`src/rtl/i2s_pkg.sv`:
```
// i2s_pkg -- definitions shared by the I2S transmitter and receiver.
//   DW_DEFAULT          default sample width per channel
//   I2S_STD / I2S_LJ    ws_align encodings (standard I2S / left-justified)
//   CH_LEFT / CH_RIGHT  word-select channel encodings
//   ws_for_bit()        word-select level for a frame bit position
package i2s_pkg;

  localparam int   DW_DEFAULT = 16;

  localparam logic I2S_STD  = 1'b0;
  localparam logic I2S_LJ   = 1'b1;

  localparam logic CH_LEFT  = 1'b0;
  localparam logic CH_RIGHT = 1'b1;

  // Word-select level while bit bit_idx of a 2*dw-bit frame is on the wire.
  // Standard I2S switches one bit earlier than left-justified.
  function automatic logic ws_for_bit(input int bit_idx, input int dw, input logic align);
    if (align == I2S_LJ)
      return (bit_idx >= dw) ? CH_RIGHT : CH_LEFT;
    else
      return (bit_idx >= dw - 1 && bit_idx < 2 * dw - 1) ? CH_RIGHT : CH_LEFT;
  endfunction

endpackage

```
`src/rtl/i2s_bclk_gen.sv`:
```
// i2s_bclk_gen -- bit-clock divider for the I2S transmitter.
// Ports:
//   clk       system clock (rising edge)
//   rst       synchronous active-high reset
//   i2s_clk   bit clock, toggles every CLK_DIV clk cycles
//   fall_evt  high in the cycle whose closing clk edge takes i2s_clk 1->0
module i2s_bclk_gen #(
  parameter int CLK_DIV = 8
) (
  input  logic clk,
  input  logic rst,
  output logic i2s_clk,
  output logic fall_evt
);

  localparam int            CW       = (CLK_DIV > 1) ? $clog2(CLK_DIV) : 1;
  localparam logic [CW-1:0] DIV_LAST = CW'(CLK_DIV - 1);

  logic [CW-1:0] div_cnt;
  logic          div_wrap;

  assign div_wrap = (div_cnt == DIV_LAST);
  // Combinational so that framing logic updates on the same edge as the fall.
  assign fall_evt = div_wrap && i2s_clk;

  always_ff @(posedge clk) begin
    if (rst) begin
      div_cnt <= '0;
      i2s_clk <= 1'b0;
    end else if (div_wrap) begin
      div_cnt <= '0;
      i2s_clk <= ~i2s_clk;
    end else begin
      div_cnt <= div_cnt + CW'(1);
    end
  end

endmodule

```
`src/rtl/i2s_tx.sv`:
```
// i2s_tx -- I2S / left-justified serial audio transmitter.
// A one-deep holding register accepts a left/right pair; each frame start moves
// it into a 2*DW shift register that is sent MSB first, data changing on the
// falling edge of i2s_clk.
// Ports:
//   clk, rst                 system clock, synchronous active-high reset
//   left_data, right_data    sample pair, offered with dvalid
//   dvalid / ready           pair handshake (ready = holding register empty)
//   ws_align                 0 = standard I2S, 1 = left-justified (latched per frame)
//   i2s_clk, i2s_ws, i2s_dout  serial bus
//   underrun                 one-cycle pulse when a frame starts with nothing held
// Build option: I2S_TX_UNDERRUN_MUTE_EN -- an underrun frame is sent as zeros
// instead of repeating the last accepted pair.
module i2s_tx
  import i2s_pkg::*;
#(
  parameter int DW      = DW_DEFAULT,
  parameter int CLK_DIV = 8
) (
  input  logic          clk,
  input  logic          rst,
  input  logic [DW-1:0] left_data,
  input  logic [DW-1:0] right_data,
  input  logic          dvalid,
  output logic          ready,
  input  logic          ws_align,
  output logic          i2s_clk,
  output logic          i2s_ws,
  output logic          i2s_dout,
  output logic          underrun
);

  localparam int            FW       = 2 * DW;
  localparam int            BW       = $clog2(FW);
  localparam logic [BW-1:0] BIT_LAST = BW'(FW - 1);

  logic          fall_evt;
  logic          frame_start;
  logic [BW-1:0] bit_cnt;
  logic [BW-1:0] bit_nxt;
  logic [FW-1:0] shreg;
  logic [FW-1:0] hold;
  logic [FW-1:0] load_val;
  logic          full;
  logic          ws_lat;
  logic          align_nxt;

  i2s_bclk_gen #(.CLK_DIV(CLK_DIV)) u_bclk (
    .clk      (clk),
    .rst      (rst),
    .i2s_clk  (i2s_clk),
    .fall_evt (fall_evt)
  );

  assign frame_start = fall_evt && (bit_cnt == BIT_LAST);
  assign bit_nxt     = frame_start ? '0 : bit_cnt + BW'(1);
  // A new frame takes the live ws_align; otherwise the frame keeps its latched value.
  assign align_nxt   = frame_start ? ws_align : ws_lat;
  assign ready       = !full;
  assign i2s_dout    = shreg[FW-1];

`ifdef I2S_TX_UNDERRUN_MUTE_EN
  assign load_val = full ? hold : '0;
`else
  // hold keeps the last accepted pair after it is consumed, so an underrun repeats it.
  assign load_val = hold;
`endif

  always_ff @(posedge clk) begin
    if (rst) begin
      bit_cnt  <= BIT_LAST;
      shreg    <= '0;
      hold     <= '0;
      full     <= 1'b0;
      ws_lat   <= I2S_STD;
      i2s_ws   <= CH_LEFT;
      underrun <= 1'b0;
    end else begin
      underrun <= frame_start && !full;

      if (fall_evt) begin
        bit_cnt <= bit_nxt;
        ws_lat  <= align_nxt;
        i2s_ws  <= ws_for_bit(int'(bit_nxt), DW, align_nxt);
        shreg   <= frame_start ? load_val : {shreg[FW-2:0], 1'b0};
      end

      // When full, ready is low, so a frame start emptying the register never
      // collides with a capture; an accept on a frame start refills it.
      if (dvalid && !full) begin
        full <= 1'b1;
        hold <= {left_data, right_data};
      end else if (frame_start) begin
        full <= 1'b0;
      end
    end
  end

endmodule

```
`config.mk`:
```
export PLATFORM = sky130hd
export DESIGN_NAME = i2s_tx
export DESIGN_NICKNAME = d
export VERILOG_FILES = /design/src/rtl/i2s_pkg.sv /design/src/rtl/i2s_bclk_gen.sv /design/src/rtl/i2s_tx.sv
export SDC_FILE = /design/constraint.sdc
export NUM_CORES = 1
export LEC_CHECK = 0
export CORE_ASPECT_RATIO = 0.75
export CORE_MARGIN = 4
export CORE_UTILIZATION = 59
export DETAILED_ROUTE_END_ITERATION = 8
export GPL_TIMING_DRIVEN = 0
export PLACE_DENSITY = 0.84
export SETUP_SLACK_MARGIN = 0.1
export SKIP_LAST_GASP = 1
export SYNTH_ARGS = -nofsm -noshare
export SYNTH_HDL_FRONTEND = slang
export SYNTH_SLANG_ARGS = --single-unit
```
`constraint.sdc`:
```
create_clock -name clk -period 2.6 [get_ports clk]
set_input_delay 0.78 -clock clk [delete_from_list [all_inputs] [get_ports clk]]
set_output_delay 0.78 -clock clk [all_outputs]
set_load 0.02 [all_outputs]
```
==> impl_metrics.py, run 1 <==
metrics = {
    "die": {
        "dieHeight_um": 72.3,
        "fp.dieArea_mm2": 0.00677,
        "fp-row-count": 23,
        "fp.dieW_um": 93.7,
        "start_util_pct": 61.0,
        "ios": 41,
        "coreArea_mm2": 0.00532,
    },
    "critical_path": {
        "r2r-end": "i2s_ws$_SDFFE_PP0P_",
        "end_kind": "output pin",
        "worstPathMaxFanout": 5,
        "crit_buf_inv": 1,
        "cp_data_arrival_time_ns": 1.39,
        "crit_chain": "clkdlybuf4s50_1",
        "worstSetupStartpoint": "u_bclk.i2s_clk$_SDFFE_PP0N_",
        "worst_path_max_delay_cell": "clkdlybuf4s50_1",
        "r2r-start": "bit_cnt[0]$_SDFFE_PP1P_",
        "crit_family": "buffers and inverters",
        "cpPeakStageDelay_ns": 0.64,
        "rrSetupSlack_ns": 0.59,
        "crit_end": "i2s_clk",
        "worst_ep_required_time_ns": 1.82,
        "cp.depth": 1,
        "reg2regPathDepth": 7,
        "critPathLaunchType": "register",
        "crit_type": "reg -> out",
    },
    "placement": {
        "gp_congestion": 0.754,
        "portBuffers": 39,
        "dp_slack_ns": 0.417,
        "dp_hpwl_mm": 4.66,
    },
    "pwr": {
        "internal_power_w": 0.00172,
        "power_frac_clock_pct": 36.5,
        "powerDensity_mw_per_mm2": 571,
        "p_comb_share_pct": 8.3,
        "p_sw_share_pct": 22.9,
        "switchingPower_w": 0.000511,
        "p_leak_nw": 1.55,
        "power_frac_seq_pct": 55.2,
        "irDropWorstVdd_v": 0.000410,
    },
    "clocking": {
        "cts_resized": 0,
        "cts_tree": "yes",
        "clk_pin_slew_ns": 0.07,
        "cts.sinks": 77,
        "clk_latency_ns": 0.35,
        "clockRootBuffer": "clkbuf_8",
        "cts_htree_levels": 3,
        "post_cts_buffers": 0,
        "cts_buffer_depth": 2,
        "cts_buffers": 9,
        "hold_buffers": 0,
    },
    "route": {
        "first_iter_violations": 78,
        "wl_mm": 6.55,
        "dr.pass1.iters": 4,
        "drc_errors": 0,
        "routedWlPerCell_um": 13.9,
        "dr_total_vias": 2532,
        "ant_nets": 0,
        "vias_per_cell": 5.38,
    },
    "synth": {
        "avgSynthCellArea_um2": 9.50,
        "async_reset_ff_share_pct": 0,
        "ys_ff_latch": 77,
        "yosysUniqueCellTypes": 29,
        "synth-seq-area-share_pct": 47.4,
        "synth_warnings": 0,
        "synth_top_area_share_pct": 47.4,
        "yosysTopAreaCell": "dfxtp_1",
        "syn_nets": 382,
        "synth_edf_count": 0,
        "ys.flop_type": "dfxtp_1",
        "syn_inst": 342,
        "syn-cell-area_mm2": 0.00325,
        "netlist_top_cells_area": "dfxtp_1 47%, a211oi_2 12%, mux2i_1 9.5%",
    },
    "global_route": {
        "grt_remaining_overflow": 0,
        "grt_pass1_wl_mm": 11.7,
        "antenna_found_initial": 0,
        "grt_max_degree": 12,
        "grt_pass1_vias": 2558,
        "grtUsageTotal_pct": 22.2,
    },
    "finish": {
        "drive_gt1_share_pct": 17.2,
        "fin_nets": 432,
        "diodes": 0,
        "syn2layout_area_growth_pct": 20.4,
    },
    "sta": {
        "fin_crit_sh_pct": 83.5,
        "setup_slack_ns": 0.429,
        "fin_skew_ns": 0.00760,
        "min_period_ns": 2.17,
        "finalSetupViolations": 0,
        "worst_slew_pin_slew_ns": 0.677,
        "finalMaxSlewViolations": 0,
        "hold_violations": 0,
        "final.setup.tns_ns": 0,
        "max_slew_margin_pct": 54.9,
        "timing.fmax_ghz": 0.461,
        "rsz0062_at_grt": "false",
    },
    "outcome": {
        "outcome": "finished clean",
    },
    "flow_run": {
        "timing.max_cap.violations": 0,
    },
    "hold_path": {
        "worstHoldPathType": "reg -> reg",
    },
}
-- cells by family after synthesis --
family,after synthesis,synth area share [%]
AO/OA/AOI/OAI,75,19.4
buffers and inverters,32,5.81
XOR/XNOR,2,0.539
adder cells (fa/ha/maj),4,1.54
AND/OR/NAND/NOR,121,15.7
flip-flops,77,47.4
multiplexers,31,9.55
-- cells in the mapped netlist (2+ instances only) --
cell type / number
nand2b_1: 2
mux2i_1: 31
nor2_1: 34
buf_2: 19
dfxtp_1: 77
nand2_1: 67
nor3_1: 3
and3_1: 2
buf_1: 2
a211o_1: 5
nor4b_1: 2
nor3b_1: 4
a211oi_2: 30
clkbuf_1: 4
buf_6: 6
nand3_1: 3
a21oi_1: 35
ha_1: 4
o21ai_1: 2
-- worst min path at each step --
stage / from / end / slack (ns) / cells after the start
final: u_bclk.div_cnt[0]$_SDFF_PP0_ / u_bclk.div_cnt[0]$_SDFF_PP0_ / 0.43 / 1
after global routing: u_bclk.div_cnt[0]$_SDFF_PP0_ / u_bclk.div_cnt[0]$_SDFF_PP0_ / 0.46 / 1
after CTS: u_bclk.div_cnt[0]$_SDFF_PP0_ / u_bclk.div_cnt[0]$_SDFF_PP0_ / 0.44 / 1
after detailed placement: u_bclk.div_cnt[0]$_SDFF_PP0_ / u_bclk.div_cnt[0]$_SDFF_PP0_ / 0.43 / 1
after global placement: u_bclk.div_cnt[0]$_SDFF_PP0_ / u_bclk.div_cnt[0]$_SDFF_PP0_ / 0.42 / 1
after floorplan: u_bclk.div_cnt[0]$_SDFF_PP0_ / u_bclk.div_cnt[0]$_SDFF_PP0_ / 0.40 / 1
-- stage by stage --
step	utilization, %	hold slack [ns]	cell area [µm²]	cells	total power, W
4_1_cts	73.5	0.436	3910	471	0.00225
3_5_place_dp	70.1	0.426	3730	456	0.00145
5_1_grt	73.5	0.462	3910	471	0.00233
6_report	73.5	0.430	3910	471	0.00223
3_3_place_gp	70.1	0.415	3730	456	0.00144
2_1_floorplan	-	0.404	3250	342	0.00136
-- power by group through the flow --
stage,clock network (W),registers (W),logic [W]
2_1_floorplan,0,0.00125,0.000105
3_3_place_gp,0,0.00126,0.000182
3_5_place_dp,0,0.00126,0.000186
4_1_cts,0.000828,0.00123,0.000188
5_1_grt,0.000883,0.00124,0.000209
6_report,0.000816,0.00123,0.000185
-- placed cells by master, fill, tap and decap left out, drive strengths merged, types with 5 or more instances in the layout --
master         instances
mux2i                 31
a211o                  5
nor2                  34
a211oi                31
buf                   27
nand2                 67
a21oi                 35
clkdlybuf4s50         39
clkbuf                18
dfxtp                 77
-- routing by layer --
layer | vias up | global-route usage, % | part of all wire (%) | wire length [µm]
li1 | 1278 | - | - | -
met1 | 1195 | 27.4 | 46 | 3030
met2 | 43 | 36.7 | 48 | 3110
met3 | 16 | 5.91 | 4.6 | 300
met4 | 0 | 9.62 | 1.5 | 99
met5 | - | 0 | 0 | 0
-- state kept, by name (all words and copies together) (netlist names) --
signal and count:
i2s_ws 1, hold 32, bit_cnt 5, u_bclk.i2s_clk 1
underrun 1, u_bclk.div_cnt 3, ws_lat 1, shreg 32
full 1
-- layout make-up --
cell class                 count  area [µm²]
buffer                        31         185
clock buffer                  14         173
clock inverter                 1        5.00
fill                         422        1410
inverter                       1        3.75
multi-input combinational    233        1520
sequential                    77        1540
tap                           75        93.8
timing repair buffer          39         390
Note: power is estimated with default switching activity, not from simulation.
==> run 2, diff against run 1 <==
--- a/config.mk
+++ b/config.mk
@@ -7,10 +7,10 @@
 export LEC_CHECK = 0
 export CORE_ASPECT_RATIO = 0.75
 export CORE_MARGIN = 4
-export CORE_UTILIZATION = 59
+export CORE_UTILIZATION = 55
 export DETAILED_ROUTE_END_ITERATION = 8
 export GPL_TIMING_DRIVEN = 0
-export PLACE_DENSITY = 0.84
+export PLACE_DENSITY = 0.79
 export SETUP_SLACK_MARGIN = 0.1
 export SKIP_LAST_GASP = 1
 export SYNTH_ARGS = -nofsm -noshare
==> constraint.sdc (replaced) <==
create_clock -name clk -period 2.27 [get_ports clk]
set_input_delay 0.681 -clock clk [delete_from_list [all_inputs] [get_ports clk]]
set_output_delay 0.681 -clock clk [all_outputs]
set_load 0.02 [all_outputs]
==> run 2 against run 1 <==
Effect of this change:
- first-iteration DRC count increased by 26%
- worst setup slack lost 0.18 ns
- total power increased by 24%
- die area rose by 6.6%
- critical path depth rose by 1
- hold slack improved by 0.0010 ns
- flip-flop and latch count stayed put
- routed wire length rose by 2.0%
- combinational power is 15% higher
- via count is 1.5% lower
- critical path type unchanged
==> impl_metrics.py, run 2 (same netlist as run 1, synthesis figures left out) <==
metrics = {
    "outcome": {
        "outcome": "finished clean",
    },
    "finish": {
        "seq_area_mm2": 0.00154,
        "final_cells": 472,
        "layout_commonest_cell": "dfxtp_1",
        "fill_cells": 447,
        "reg_top3": "hold x32, shreg x32, bit_cnt x5",
        "layout_common_cells": "77 x dfxtp_1, 67 x nand2_1, 38 x clkdlybuf4s50_1",
        "finish.utilization_pct": 71.7,
        "multiInputGateArea_mm2": 0.00152,
        "diodes": 0,
        "syn2layout_area_growth_pct": 21.9,
        "drive_gt1_share_pct": 17.6,
        "fin_nets": 432,
    },
    "global_route": {
        "grtUsageTotal_pct": 19.8,
        "grt_pass1_vias": 2397,
        "grt_remaining_overflow": 0,
        "grt_pass1_wl_mm": 11.4,
        "grt_max_degree": 13,
        "antenna_found_initial": 0,
    },
    "clocking": {
        "cts_buffer_depth": 2,
        "clockRootBuffer": "clkbuf_8",
        "cts.sinks": 77,
        "cts_tree": "yes",
        "cts_buffers": 9,
        "cts_htree_levels": 3,
        "clk_pin_slew_ns": 0.08,
        "clk_latency_ns": 0.34,
        "post_cts_buffers": 0,
    },
    "critical_path": {
        "critPathLaunchType": "register",
        "worst_ep_required_time_ns": 1.59,
        "crit_chain": "inv_1 > clkdlybuf4s50_1",
        "worstPathMaxFanout": 5,
        "end_kind": "output pin",
        "cpPeakStageDelay_ns": 0.59,
        "worst_path_max_delay_cell": "clkdlybuf4s50_1",
        "cp_data_arrival_time_ns": 1.34,
        "rrSetupSlack_ns": 0.29,
        "crit_type": "reg -> out",
    },
    "die": {
        "start_util_pct": 58.8,
        "fp.dieW_um": 96.8,
        "fp.dieArea_mm2": 0.00721,
        "ios": 41,
        "dieHeight_um": 74.6,
        "coreArea_mm2": 0.00553,
        "fp-row-count": 23,
    },
    "route": {
        "dr_total_vias": 2493,
        "drc_errors": 0,
        "routedWlPerCell_um": 14.2,
        "vias_per_cell": 5.28,
        "ant_nets": 0,
        "first_iter_violations": 98,
        "wl_mm": 6.68,
        "dr.pass1.iters": 4,
    },
    "sta": {
        "finalSetupViolations": 0,
        "rsz0062_at_grt": "false",
        "fin_crit_sh_pct": 89.2,
        "finalMaxSlewViolations": 0,
        "timing.fmax_ghz": 0.494,
        "fin_skew_ns": 0.00679,
        "worst_slew_pin_slew_ns": 0.722,
        "min_period_ns": 2.02,
        "max_slew_margin_pct": 51.8,
        "hold_violations": 0,
        "final.setup.tns_ns": 0,
    },
    "placement": {
        "placedCellCount": 456,
        "portBuffers": 39,
        "gp_congestion": 0.738,
        "dp_hpwl_mm": 4.72,
    },
    "pwr": {
        "irDropWorstVdd_v": 0.000534,
        "powerDensity_mw_per_mm2": 701,
        "p_leak_nw": 1.59,
    },
    "flow_run": {
        "timing.max_cap.violations": 0,
    },
    "hold_path": {
        "worstHoldPathType": "reg -> reg",
    },
}
## run 2: changes by cell type in the layout (fill, tap and decap cells not counted)
cell             before  now
clkbuf_8             12   11
bufinv_16             0    2
clkinv_2              1    2
clkdlybuf4s50_1      39   38
dlymetal6s2s_1        0    1
clkbuf_1              6    5
## run 2: final timing paths
| path | startpoint | to | cells after the start |
|---|---|---|---|
| setup / recovery | full$_SDFFE_PP0P_ | ready | 2 |
| hold / removal | u_bclk.div_cnt[0]$_SDFF_PP0_ | u_bclk.div_cnt[0]$_SDFF_PP0_ | 1 |
| setup reg to reg | bit_cnt[0]$_SDFFE_PP1P_ | full$_SDFFE_PP0P_ | 8 |
| hold reg to reg | u_bclk.div_cnt[0]$_SDFF_PP0_ | u_bclk.div_cnt[0]$_SDFF_PP0_ | 1 |
## run 2: layer usage
| layer | vias up | routed length, µm | GRT usage (%) |
|---|---|---|---|
| met5 | - | 0 | 0 |
| met4 | 0 | 65 | 5.14 |
| met3 | 9 | 329 | 6.37 |
| met2 | 48 | 3110 | 33.6 |
| met1 | 1157 | 3180 | 24.9 |
| li1 | 1279 | - | - |
## run 2: area by class of cell
| cell class | count | area share [%] |
|---|---|---|
| Sequential cell | 77 | 38.9 |
| Multi-Input combinational cell | 233 | 38.3 |
| Timing Repair Buffer | 39 | 9.92 |
| Buffer | 31 | 4.67 |
| Clock buffer | 12 | 3.92 |
| Tap cell | 75 | 2.37 |
| Clock inverter | 4 | 1.77 |
| Inverter | 1 | 0.0948 |
## run 2: metrics by stage
stage	area, µm²	setup WS, ns	power, W	hold WS, ns
after detailed placement	3730	0.179	0.00166	0.427
after floorplan	3250	0.555	0.00156	0.404
after global routing	3960	0.151	0.00290	0.451
after global placement	3730	0.194	0.00165	0.416
after CTS	3960	0.157	0.00281	0.438
final	3960	0.246	0.00278	0.431
## run 2: power by group
part / internal, W / total, W / switching [W] / leakage, nW
Sequential: 0.00139 / 0.00141 / 0.0000223 / 0.626
Combinational: 0.000103 / 0.000213 / 0.000111 / 0.851
Clock: 0.000676 / 0.00115 / 0.000476 / 0.116
## run 2: critical path: cells and delay by family, from the launching register on
family | cells | cell delay [ns]
buf+inv | 2 | 0.65
flops | 1 | 0.35
## run 2: repair_timing
| item | in CTS | in global routing |
|---|---|---|
| gates resized for setup | 0 | 1 |
| hold buffers | 0 | 0 |
| setup endpoints to repair | 0 | 1 |
